$ cat src/rtl/mux_nto1_seq.sv
// Registered N-to-1 multiplexer with manual and scan modes and a valid/ready output slot.
// Optional even-parity output dout_par is enabled by defining MUX_PARITY_EN.
module mux_nto1_seq #(
    parameter int WIDTH = 8,
    parameter int CH    = 8,
    parameter int SEL_W = 3
) (
    input  logic                  clk,
    input  logic                  rst_n,
    input  logic [CH*WIDTH-1:0]   din,
    input  logic [SEL_W-1:0]      sel,
    input  logic                  mode,
    input  logic                  req,
    output logic                  busy,
    output logic                  out_valid,
    input  logic                  out_ready,
    output logic [WIDTH-1:0]      dout,
    output logic [SEL_W-1:0]      dout_ch,
    output logic                  dout_last,
    output logic                  sel_err
`ifdef MUX_PARITY_EN
    ,
    output logic                  dout_par
`endif
);

    typedef enum logic {IDLE, SCAN} state_t;

    state_t             state, state_n;
    logic [SEL_W-1:0]   cnt, cnt_n;
    logic               slot_free;
    logic               load;
    logic [WIDTH-1:0]   ld_data;
    logic [SEL_W-1:0]   ld_ch;
    logic               ld_last;
    logic               ld_err;

    assign slot_free = !out_valid || out_ready;
    assign busy      = (state == SCAN) || (out_valid && !out_ready);

    always_comb begin
        state_n = state;
        cnt_n   = cnt;
        load    = 1'b0;
        ld_data = '0;
        ld_ch   = '0;
        ld_last = 1'b0;
        ld_err  = 1'b0;
        case (state)
            IDLE: begin
                if (req && slot_free) begin
                    load = 1'b1;
                    if (!mode) begin
                        ld_ch   = sel;
                        ld_last = 1'b1;
                        // Out-of-range selects yield a zero word rather than indexing past din.
                        if (int'(sel) >= CH)
                            ld_err = 1'b1;
                        else
                            ld_data = din[int'(sel)*WIDTH +: WIDTH];
                    end else begin
                        ld_data = din[WIDTH-1:0];
                        cnt_n   = SEL_W'(1);
                        state_n = SCAN;
                    end
                end
            end
            SCAN: begin
                if (slot_free) begin
                    load    = 1'b1;
                    ld_data = din[int'(cnt)*WIDTH +: WIDTH];
                    ld_ch   = cnt;
                    if (cnt == SEL_W'(CH-1)) begin
                        ld_last = 1'b1;
                        cnt_n   = '0;
                        state_n = IDLE;
                    end else begin
                        cnt_n = cnt + 1'b1;
                    end
                end
            end
            default: state_n = IDLE;
        endcase
    end

    always_ff @(posedge clk or negedge rst_n) begin
        if (!rst_n) begin
            state     <= IDLE;
            cnt       <= '0;
            out_valid <= 1'b0;
            dout      <= '0;
            dout_ch   <= '0;
            dout_last <= 1'b0;
            sel_err   <= 1'b0;
`ifdef MUX_PARITY_EN
            dout_par  <= 1'b0;
`endif
        end else begin
            state <= state_n;
            cnt   <= cnt_n;
            if (load) begin
                out_valid <= 1'b1;
                dout      <= ld_data;
                dout_ch   <= ld_ch;
                dout_last <= ld_last;
                sel_err   <= ld_err;
`ifdef MUX_PARITY_EN
                dout_par  <= ^ld_data;
`endif
            end else if (out_ready) begin
                out_valid <= 1'b0;
            end
        end
    end

endmodule
$ cat config.mk
export PLATFORM = sky130hd
export DESIGN_NAME = mux_nto1_seq
export DESIGN_NICKNAME = d
export VERILOG_FILES = /design/src/rtl/mux_nto1_seq.sv
export SDC_FILE = /design/constraint.sdc
export NUM_CORES = 1
export LEC_CHECK = 0
export CAP_MARGIN = 5
export CORE_MARGIN = 4
export CORE_UTILIZATION = 37
export CTS_CLUSTER_DIAMETER = 120
export DETAILED_ROUTE_END_ITERATION = 10
export HOLD_SLACK_MARGIN = 0.03
export PLACE_DENSITY = 0.8
export RECOVER_POWER = 25
export SLEW_MARGIN = 10
export SYNTH_ARGS = -nofsm -noshare
export SYNTH_HDL_FRONTEND = slang
export SYNTH_SLANG_ARGS = --single-unit
$ cat constraint.sdc
create_clock -name clk -period 1.7 [get_ports clk]
set_input_delay 0.425 -clock clk [delete_from_list [all_inputs] [get_ports clk]]
set_output_delay 0.425 -clock clk [all_outputs]
set_load 0.03 [all_outputs]
# After elaboration in Yosys (flattened, before gate mapping)
# Index checks and enable logic that the tools add are counted.
# totals
reg_bits	17
input_bits	72
output_inout_bits	15
# classes
n_addsub	1
n_eq_ne	4
shifts	2
n_mux	28
bitwise	1
n_reduce_logical	8
# op_table
operator	count
$shiftx 64x7->8	2
$mux 8	3
$mux 3	7
$pmux 8 s2	1
$mux 1	12
$pmux 3 s2	2
$pmux 1 s2	3
$ne 2x2->1 const B	2
$add 3x1->3 const B	1
$eq 3x3->1 const B	1
$reduce_and 3->1	1
$logic_and 1x1->1	2
$logic_not 1->1	2
$logic_or 1x1->1	2
$ne 2x1->1 const B	1
$reduce_bool 2->1	1
$not 1->1	1

# Logic depth before layout (Yosys ltp)
# depth
ltp_word	6
mapped_depth	6

# Least setup slack after synthesis
# OpenSTA, ideal clock, no wires.
# synth_timing
kind	input to register
start	input port sel[1]
end	register dout[2]
setup_ns	0.131
t_arrival_ns	1.580
required_time_ns	1.569
slack_ns	-0.011
stages	6
path_buffers	2
path_cell_list	buf_6 buf_12 mux4_1 mux2_2 nand2_1 nand3_1
# synth_between
elab_chain_len	4
# synth_lines
item	line	source
from (decl)	11	input logic [SEL_W-1:0] sel,
$shiftx 64x7->8	60	ld_data = din[int'(sel)*WIDTH +: WIDTH];
$mux 8	53	if (!mode) begin
$mux 8	51	if (req && slot_free) begin
$pmux 8 s2	49	case (state)
to (signal assigned)	103	dout <= ld_data;
to (decl)	17	output logic [WIDTH-1:0] dout,
# No other way between the ends.
# A chain may end at the register's enable or synchronous reset.

# Final worst setup path
# layout_timing
start	input port din[7]
end	register dout[7]
# layout_between
elab_chain_len	4
elab_cells_between_ends	6
classes_between	shift (2); mux (4)
# layout_lines
item	line	source
from (decl)	10	input logic [CH*WIDTH-1:0] din,
$shiftx 64x7->8	60	
$mux 8	53	
$mux 8	51	
$pmux 8 s2 (*)	49	
# Mark *: on every way between the ends. The rest lies on a longest branch, timed or not.

==> impl_metrics.json <==
{
  "root_buffer": "clkbuf_8",
  "synth_top_cell_by_area": "dfrtp_1",
  "drt_iter0_drc": 141,
  "cp.arrival_ns": 1.78,
  "synth.area.top_cells": "dfrtp_1 23%, mux4_1 22%, mux4_2 21%",
  "hpwlAfterDp_microns": 4570,
  "synth-main-ff-cell": "dfrtp_1",
  "peakVddDrop_uv": 535,
  "cts_htree_levels": 1,
  "ant_nets": 0,
  "ios": 87,
  "num_rows": 25,
  "p_total_uw": 3190,
  "wire_per_inst_microns": 19.9,
  "cts_hold_buf": 0,
  "critical_path_class": "in -> reg",
  "fin_skew_ns": 0.00668,
  "start_util_pct": 38.2,
  "drc_errors": 0,
  "wirelength_microns": 6040,
  "cts.sinks": 17,
  "yosysSeqAreaShare_pct": 23.4,
  "layout-drive-gt1-share_pct": 27.1,
  "cts-buffers-inserted": 3,
  "synth_area_sq_um": 1820,
  "tightest_slew_ns": 1.05,
  "leakagePower_uw": 0.00122,
  "status": "complete, no violations",
  "gp_congestion": 0.818,
  "hold_viol_final": 0,
  "grt_pass1_vias": 1915,
  "slew_violations": 0,
  "final.period_utilization_pct": 96.9,
  "fp.coreArea_sq_um": 4750,
  "die_w_microns": 78.1,
  "rsz0062_at_grt": "no",
  "powerDensity_nw_per_um2": 1080,
  "required_ns": 1.83,
  "dieArea_sq_um": 6100,
  "syn_inst": 140,
  "via_count": 1774,
  "gr-usage-all-layers_pct": 19.9,
  "clock_latency_ns": 0.26,
  "ys_ff_latch": 17,
  "grt_max_degree": 18,
  "clock.fmax_ghz": 0.607,
  "synth_cell_type_count": 31,
  "syn_avg_cell_area_sq_um": 13.0,
  "area_delta_synth_final_pct": 62.2,
  "cts.path.max_buffers": 2,
  "critPathLaunchType": "input pin",
  "maxCapViolations": 0,
  "end_kind": "flip-flop",
  "num_antenna_cells": 0,
  "nNetsFinal": 311,
  "via_per_inst": 5.85,
  "utilization_pct": 62.0,
  "yosysTopAreaCellShare_pct": 23.4,
  "syn_nets": 214,
  "cts_tree": "yes",
  "firstDrtPassIters": 4,
  "period_needed_ns": 1.65,
  "synth-edff-count": 0,
  "critPathMaxFanout": 2,
  "synth_common_cells": "17 x dfrtp_1, 17 x mux4_2, 15 x mux4_1, 13 x a22oi_1, 10 x nand3_1",
  "maxSlewHeadroom_pct": 30.1,
  "setup_tns_ns": 0,
  "dieHeight_microns": 78.1,
  "antenna_found_initial": 0,
  "cts.clk_slew.worst_paths_ns": 0.08,
  "grt_pass1_wl_microns": 9450,
  "io_buffers": 85,
  "ys_warn_count": 0,
  "async_reset_ff_share_pct": 100,
  "hp-class": "reg -> reg",
  "grt-ovfl-total": 0,
  "fillers": 385,
  "setup_viol": 0
}
## cells in the final DEF (no fill, tap or decap), drive strengths merged, types with 2 or more instances in the layout
master,synthesis,layout
buf,12,25
ha,2,2
a22oi,13,13
clkbuf,6,6
nand3,10,10
dfrtp,17,17
o21ai,3,3
a222oi,2,2
clkdlybuf4s50,0,68
nand3b,3,3
mux4,32,32
nand4,3,3
nand2b,2,2
dlymetal6s2s,0,2
inv,4,4
dlygate4sd2,0,13
a221o,2,2
and3,2,2
mux2,8,8
nand2,9,9
## routing by layer
metal  share of wire, %  global-route usage [%]
met1                 39                    26.0
met2                 51                    32.4
met3                7.1                    3.44
met4                3.0                    8.92
met5                  0                       0
## sequential cells by signal, summed over array words and instances, names as in the netlist
register and cells:
dout 8, cnt 3, dout_ch 3, dout_last 1, out_valid 1, state 1
## stage by stage
stage,std cells,hold slack (ns),worst slack (ns),cell area [sq um]
CTS,302,0.510,0.0148,2940
floorplan,140,0.129,0.00302,1820
global placement,297,0.498,-0.503,2870
global route,303,0.551,0.0149,2950
detailed placement,297,0.504,-0.572,2870
finish,303,0.510,0.0522,2950
## where the power goes
group / total, uW / switching [uW] / internal [uW]
sequential: 772 / 179 / 593
combinational: 2090 / 994 / 1100
clock: 324 / 157 / 167
## worst max-delay path: stages
cell,delay (ns)
clkdlybuf4s50_1,0.45
mux4_2,0.47
mux2_2,0.28
nand2_1,0.07
nand4_1,0.09
## layout make-up
| class | count | area [sq um] | area share, % |
|---|---|---|---|
| sequential | 17 | 425 | 14.4 |
| timing repair buffer | 110 | 1110 | 37.5 |
| multi-input combinational | 101 | 1270 | 43.1 |
| clock buffer | 4 | 45.0 | 1.53 |
| tap | 67 | 83.8 | 2.84 |
| inverter | 4 | 15.0 | 0.509 |
## kinds of logic (layout without fill, tap and decap cells)
family,Yosys count,count (layout),share of synthesized area [%]
compound gates,23,23,9.64
fa+ha+maj,2,2,1.38
buf+inv,22,118,7.02
flops,17,17,23.4
mux,40,40,47.7
other cells,1,1,0.206
simple gates,35,35,10.7
## repair_timing
| item | CTS | global route |
|---|---|---|
| resized for setup | 22 | 8 |
| buffers inserted | 1 | 0 |
| setup endpoints to repair | 22 | 6 |
| gates cloned | 1 | 1 |
## final timing paths
kind / from / end / slack [ns] / cells after the start
hold / removal: dout[1] / dout[1] / 0.51 / 2
min in group asynchronous: rst_n / dout[0] / 0.79 / 2
setup / recovery: din[7] / dout[7] / 0.05 / 5
hold reg to reg: dout[1] / dout[1] / 0.51 / 2
max in group asynchronous: rst_n / dout_ch[1] / 0.27 / 2
setup reg to reg: cnt[0] / dout[5] / 0.18 / 4
No activity file was read; power rests on OpenSTA's default activity.
